===== src/rtl/crono_control.sv =====
// crono_control: run/pause/clear sequencing for the irrigation stopwatch.
// Debounces the buttons and produces the count, display-scan and clear strobes.
module crono_control #(
  parameter int TICK_DIV = 50000000,
  parameter int MUX_DIV  = 50000,
  parameter int DB_CYC   = 500000
) (
  input  logic       clk,
  input  logic       rst,
  input  logic       btn_run,
  input  logic       btn_clr,
  input  logic       ext_stop,
  output logic       sec_tick,
  output logic       mux_tick,
  output logic       clr,
  output logic       running,
  output logic [1:0] state
);

  localparam int TW = $clog2(TICK_DIV < 2 ? 2 : TICK_DIV);
  localparam int MW = $clog2(MUX_DIV < 2 ? 2 : MUX_DIV);
  localparam int DW = $clog2(DB_CYC < 2 ? 2 : DB_CYC);

  typedef enum logic [1:0] {
    IDLE  = 2'b00,
    RUN   = 2'b01,
    PAUSE = 2'b10,
    BAD   = 2'b11
  } state_e;

  // bit 0 = run button, bit 1 = clear button
  logic [1:0]         btn;
  logic [1:0]         s1_q, s2_q;
  logic [1:0]         db_q, dbp_q, prs_q;
  logic [1:0][DW-1:0] db_cnt_q;

  assign btn = {btn_clr, btn_run};

  always_ff @(posedge clk) begin
    if (rst) begin
      s1_q     <= '0;
      s2_q     <= '0;
      db_q     <= '0;
      dbp_q    <= '0;
      prs_q    <= '0;
      db_cnt_q <= '0;
    end else begin
      s1_q  <= btn;
      s2_q  <= s1_q;
      dbp_q <= db_q;
      prs_q <= db_q & ~dbp_q;
      for (int i = 0; i < 2; i++) begin
        if (s2_q[i] == db_q[i]) begin
          db_cnt_q[i] <= '0;
        end else if (db_cnt_q[i] == DW'(DB_CYC - 1)) begin
          db_cnt_q[i] <= '0;
          db_q[i]     <= s2_q[i];
        end else begin
          db_cnt_q[i] <= db_cnt_q[i] + DW'(1);
        end
      end
    end
  end

  logic run_p, clr_p;
  assign run_p = prs_q[0];
  assign clr_p = prs_q[1];

  state_e  state_q, state_d;
  logic    clr_q, clr_d;
  logic    running_q, sec_q;
  logic [TW-1:0] tick_cnt_q;
  logic    tick_end;

  assign tick_end = (tick_cnt_q == TW'(TICK_DIV - 1));

  always_comb begin
    state_d = state_q;
    clr_d   = 1'b0;
    unique case (state_q)
      IDLE: begin
        if (clr_p) clr_d = 1'b1;
        else if (run_p && !ext_stop) state_d = RUN;
      end
      RUN: begin
        if (ext_stop || run_p) state_d = PAUSE;
      end
      PAUSE: begin
        if (clr_p) begin
          state_d = IDLE;
          clr_d   = 1'b1;
        end else if (run_p && !ext_stop) begin
          state_d = RUN;
        end
      end
      BAD: state_d = IDLE;
    endcase
  end

  // strobe keys off the current state so a pause on the terminal count still ticks
  always_ff @(posedge clk) begin
    if (rst) begin
      state_q    <= IDLE;
      clr_q      <= 1'b0;
      running_q  <= 1'b0;
      sec_q      <= 1'b0;
      tick_cnt_q <= '0;
    end else begin
      state_q   <= state_d;
      clr_q     <= clr_d;
      running_q <= (state_d == RUN);
      sec_q     <= (state_q == RUN) && tick_end;
      if (state_d == IDLE) begin
        tick_cnt_q <= '0;
      end else if (state_q == RUN) begin
        tick_cnt_q <= tick_end ? '0 : tick_cnt_q + TW'(1);
      end
    end
  end

  logic [MW-1:0] mux_cnt_q;
  logic          mux_q;
  logic          mux_end;

  assign mux_end = (mux_cnt_q == MW'(MUX_DIV - 1));

  always_ff @(posedge clk) begin
    if (rst) begin
      mux_cnt_q <= '0;
      mux_q     <= 1'b0;
    end else begin
      mux_q     <= mux_end;
      mux_cnt_q <= mux_end ? '0 : mux_cnt_q + MW'(1);
    end
  end

  assign sec_tick = sec_q;
  assign mux_tick = mux_q;
  assign clr      = clr_q;
  assign running  = running_q;
  assign state    = state_q;

endmodule


===== config.mk =====
export PLATFORM = sky130hd
export DESIGN_NAME = crono_control
export DESIGN_NICKNAME = d
export VERILOG_FILES = /design/src/rtl/crono_control.sv
export SDC_FILE = /design/constraint.sdc
export NUM_CORES = 1
export LEC_CHECK = 0
export CAP_MARGIN = 15
export CORE_MARGIN = 2
export CORE_UTILIZATION = 61
export CTS_CLUSTER_DIAMETER = 120
export DETAILED_ROUTE_END_ITERATION = 6
export GPL_TIMING_DRIVEN = 0
export PLACE_DENSITY = 0.79
export SLEW_MARGIN = 20
export SYNTH_ARGS = -nofsm -noshare
export SYNTH_HDL_FRONTEND = slang
export SYNTH_SLANG_ARGS = --single-unit

===== constraint.sdc =====
create_clock -name clk -period 2.2 [get_ports clk]
set_input_delay 0.44 -clock clk [delete_from_list [all_inputs] [get_ports clk]]
set_output_delay 0.44 -clock clk [all_outputs]
set_load 0.01 [all_outputs]

* Word level (Yosys, flattened, before mapping) *
Index checks and enable logic that the tools add are counted.

word-level totals
  register bits after elaboration = 96
  bits in latches = 0
  RAM bits = 0
  bits in read-only memories = 0
  bits of input ports = 5
  output and inout bits = 6
  logic and storage cells = 55
  memories = 0

cells by class
  $add $sub $neg = 4
  multipliers = 0
  div/mod/pow operators = 0
  order comparisons = 0
  equality and inequality tests = 10
  shifts and indexed selects = 0
  multiplexer cells = 7
  bitwise operators = 5
  reductions and logical operators = 14

operators by type and width
  operator                                       number
  adder 19 x 1 -> 19 bit, second input constant  2
  == test 19 bit, second input constant          2
  adder 26 x 1 -> 26 bit, second input constant  1
  == test 26 bit, second input constant          1
  2-to-1 mux 26 bit                              1
  adder 16 x 1 -> 16 bit, second input constant  1
  == test 16 bit, second input constant          1
  2-to-1 mux 2 bit                               4
  one-hot mux 2 bit (4 select lines)             1
  OR reduction 2 bit                             4
  OR reduction 3 bit                             2
  == test 2 x 1 -> 1 bit, second input constant  2
  == test 2 bit, second input constant           2
  zero test 2 bit                                2
  AND reduction 2 bit                            2
  inverter 1 bit                                 3
  bitwise AND 2 bit                              1
  == test 1 bit                                  2
  logical AND 1 bit                              2
  inverter 2 bit                                 1
  zero test 1 bit                                1
  logical OR 1 bit                               1
  2-to-1 mux 1 bit                               1

* Logic depth before layout (Yosys ltp) *
Gate-level depths: netlist of run 1.

  depth in word-level cells = 7
  gate-level depth with buffers = 7

* Worst setup path after synthesis of run 1 *
Ideal clock, no wire load.

  path kind = flip-flop to flip-flop
  from = register tick_cnt_q[0]
  to = register tick_cnt_q[24]
  setup time = 70 ps
  data arrival time = 1,732 ps
  setup slack = 398 ps
  stages on the path, launching flop included = 7
  cell sequence = dfxtp_1 > ha_1 > nand4b_1 > nor4_4 > nand2_1 > or4b_1 > a21oi_1

on the way
  cells in the longest elaborated chain, start to end = 2

ends and longest elaborated chain
  element                                                          line     source
  from (decl)                                                      72       logic [TW-1:0] tick_cnt_q;
  from (signal assigned)                                           116      tick_cnt_q <= tick_end ? '0 : tick_cnt_q + TW'(1);
  adder 26 x 1 -> 26 bit / == test 26 bit (equally long branches)  116, 75
  2-to-1 mux 26 bit *                                              116

Every way passes the cells marked *; elsewhere a longest branch is shown, timed or not.
A chain may end at the register's enable or synchronous reset.

* Worst setup path in the final report of run 1 *
  from = register tick_cnt_q[0]
  to = register tick_cnt_q[20]

The elaborated chain is that of the path after synthesis.

==> results of run 1 <==
-- placed cells by master (no fill, tap or decap), types with 2 or more instances in the layout --
cell type        instances
nor2_1                  97
dfxtp_1                 96
xor2_1                  46
nand2_1                 36
nand3_1                 32
xnor2_1                 25
nand4_1                 16
nor2b_1                 13
and3_1                  11
clkbuf_8                11
inv_1                    9
nor3_1                   9
clkdlybuf4s50_1          9
clkbuf_1                 8
and4_1                   6
nand2b_1                 4
a21oi_1                  4
nor4b_1                  4
and2_1                   4
ha_1                     4
o21ai_0                  3
nor4_1                   3
or3_1                    3
bufinv_16                3
nor4_4                   2
nand4_4                  2
nand4b_1                 2
buf_4                    2
nor3b_1                  2
or2_1                    2
buf_2                    2
a22oi_1                  2
or4b_1                   2
mux2i_1                  2
a31oi_1                  2
-- through the flow --
| step | instance area (µm²) | power, µW | cells | util (%) |
|---|---|---|---|---|
| global placement | 4333 | 1830 | 555 | 64.85 |
| detailed placement | 4333 | 1831 | 555 | 64.85 |
| global route | 4592 | 3314 | 571 | 68.73 |
| finish | 4592 | 3187 | 571 | 68.73 |
| floorplan | 4143 | 1816 | 466 | - |
| CTS | 4587 | 3227 | 571 | 68.65 |
-- what timing repair did --
item / 4_1_cts / 5_1_grt
endpoints found under the setup margin: 0 / 12
hold buffers: 0 / 0
resized for setup: 0 / 1
-- registers in the layout (all words and copies together), names as in the netlist --
signal / flops
mux_cnt_q: 16
clr: 1
mux_tick: 1
db_cnt_q: 38
s2_q: 2
sec_tick: 1
dbp_q: 2
state: 2
s1_q: 2
db_q: 2
running: 1
prs_q: 2
tick_cnt_q: 26
-- routing by layer --
metal / vias to the layer above / wire (µm)
met5: - / 0
met4: 0 / 130
met3: 10 / 221
met2: 54 / 3481
met1: 1464 / 3355
li1: 1605 / -
-- layout make-up --
cell class / count / share of cell area (%)
multi-input cells: 349 / 46.54
flip-flops and latches: 96 / 41.85
clock buffers: 11 / 3.297
clock inverters: 5 / 2.234
well taps: 80 / 2.180
repair buffers: 9 / 1.962
plain buffers: 12 / 1.199
inverters: 9 / 0.7357
-- worst reg2reg max path: stages, from the launching register on --
cell and delay (ns):
dfxtp_1 0.39, ha_1 0.20, nand4b_1 0.24, nor3_1 0.44, nand2_1 0.23, o21bai_2 0.18, buf_4 0.20, nor2_1 0.07
-- where the power goes --
group / switching [µW] / leakage, µW / internal [µW]
combinational: 22.3 / 0.000635 / 15.4
sequential: 6.44 / 0.000774 / 1740
clock: 583 / 0.000126 / 815
total: 612 / 0.00154 / 2580
-- worst min path at each step --
stage / startpoint / end / slack, ns / cells after the start
4_1_cts: dbp_q[1] / prs_q[1] / 0.39 / 1
3_5_place_dp: dbp_q[1] / prs_q[1] / 0.38 / 1
2_1_floorplan: dbp_q[0] / prs_q[0] / 0.37 / 1
3_3_place_gp: dbp_q[1] / prs_q[1] / 0.37 / 1
5_1_grt: dbp_q[1] / prs_q[1] / 0.41 / 1
6_report: dbp_q[1] / prs_q[1] / 0.39 / 1
-- logic make-up after synthesis --
group / share of synthesized area, %
adder cells (fa/ha/maj): 1.208
AND/OR/NAND/NOR: 32.59
flip-flops: 46.39
XOR/XNOR: 15.01
buffers and inverters: 2.144
AO/OA/AOI/OAI: 2.174
multiplexers: 0.4833
==> impl_metrics.py, run 1 <==
metrics = {
    "route": {
        "first_pass_iters": 4,
        "drt_iter0_drc": 138,
        "ant_nets": 0,
        "vias": 3133,
        "post_drt_wl_per_cell_um": 12.59,
        "viasPerCell": 5.487,
        "drcViolationCount": 0,
        "wl_mm": 7.189,
    },
    "grt": {
        "antenna_found_initial": 0,
        "grt-ovfl-total": 0,
        "grt_pass1_wl_mm": 12.80,
        "track_usage_pct": 21.13,
        "grt_max_degree": 16,
        "grt_pass1_vias": 2988,
        "gr-usage-met1_pct": 27.56,
        "busiest_layer": "met2",
        "grt_use_met2_pct": 34.62,
        "met3_usage_pct": 4.952,
    },
    "synth": {
        "synth_top_area_share_pct": 46.39,
        "postSynth.asyncResetShare_pct": 0,
        "synth_nets": 475,
        "synth.area.top_cells": "dfxtp_1, xor2_1, nor2_1",
        "synth-main-ff-cell": "dfxtp_1",
        "ys_top_cells_by_count": "nor2_1, dfxtp_1, xor2_1",
        "synth_top_area_cell": "dfxtp_1",
        "synth_edf_count": 0,
        "synth.most_common_cell": "nor2_1",
        "syn_area_um2": 4143,
        "avgSynthCellArea_um2": 8.890,
        "synthDistinctLibCells": 42,
        "seq_area_frac_synth_pct": 46.39,
        "ys_seq_elements": 96,
        "syn_inst": 466,
        "yosysWarnings": 0,
    },
    "place": {
        "gp_congestion": 0.7999,
        "hpwl_mm": 4.978,
        "pre_cts_ws_ns": 0.1463,
        "port_buffers": 9,
    },
    "finish": {
        "fin_nets": 495,
        "multi_input_area_um2": 2137,
        "diodes": 0,
        "final.fill_count": 533,
        "seq_area_um2": 1922,
        "drive_gt1_share_pct": 5.906,
        "areaGrowthSynthToFinish_pct": 10.84,
    },
    "power": {
        "p_leak_uw": 0.001535,
        "max-vdd-ir-drop_uv": 453.1,
        "powerDensity_nw_per_um2": 694.1,
    },
    "worst_setup_path": {
        "path_buf_inv": 1,
        "crit_cells": 7,
        "cp_top_family": "simple AND/OR/NAND/NOR gates",
        "reg2reg_slack_ns": 0.16,
        "r2r_cells": 7,
        "crit_required_ns": 2.44,
        "worst_path_max_delay_cell": "nor3_1",
        "critPathLaunchType": "register",
        "end_kind": "register",
        "cpPeakStageDelay_ns": 0.44,
        "timing.rr.start": "tick_cnt_q[0]",
        "crit_arrival_ns": 2.28,
        "cp-startpoint": "tick_cnt_q[0]",
        "r2r_end": "tick_cnt_q[20]",
        "crit_end": "tick_cnt_q[20]",
        "worstPathMaxFanout": 10,
        "path_cells": "ha_1 -> nand4b_1 -> nor3_1 -> nand2_1 -> o21bai_2 -> buf_4 -> nor2_1",
        "crit_type": "register to register",
    },
    "floorplan": {
        "row_count": 30,
        "initial_core_util_pct": 62.00,
        "die_w_um": 86.41,
        "core_um2": 6681,
        "io_pins": 11,
        "dieHeight_um": 86.41,
        "die_area_um2": 7467,
    },
    "timing": {
        "hold_violations": 0,
        "final_max_slew_viol_count": 0,
        "holdWs_ns": 0.3901,
        "max_slew_margin_pct": 54.52,
        "finalCritPeriodShare_pct": 92.63,
        "rsz0062_at_grt": "false",
        "fin_ws_ns": 0.1621,
        "fmax_mhz": 490.7,
        "fin_setup_tns_ns": 0,
        "setup_viol": 0,
        "fin_crit_ns": 2.038,
        "tightest_slew_ns": 0.6769,
        "finClkSkew_ns": 0.008944,
    },
    "clocking": {
        "htree_levels": 3,
        "clk_pin_slew_ns": 0.09,
        "cts_buffer_depth": 2,
        "clock_sinks": 96,
        "postCtsSetupRepairBufs": 0,
        "tritoncts": "built",
        "clock_latency_ns": 0.35,
        "cts_made_buffers": 9,
        "clock-root-buffer": "clkbuf_8",
    },
    "status": {
        "status": "finished clean",
    },
    "hold_path": {
        "holdCritPathClass": "register to register",
    },
    "flow_run": {
        "maxCapViolations": 0,
    },
}
Note: power is estimated with default switching activity, not from simulation.
==> run 2, diff against run 1 <==
Settings changed: CTS_CLUSTER_DIAMETER 120 to 200.
==> results of run 2 <==
The final DEF is identical to that of run 1; final timing and power are the same.
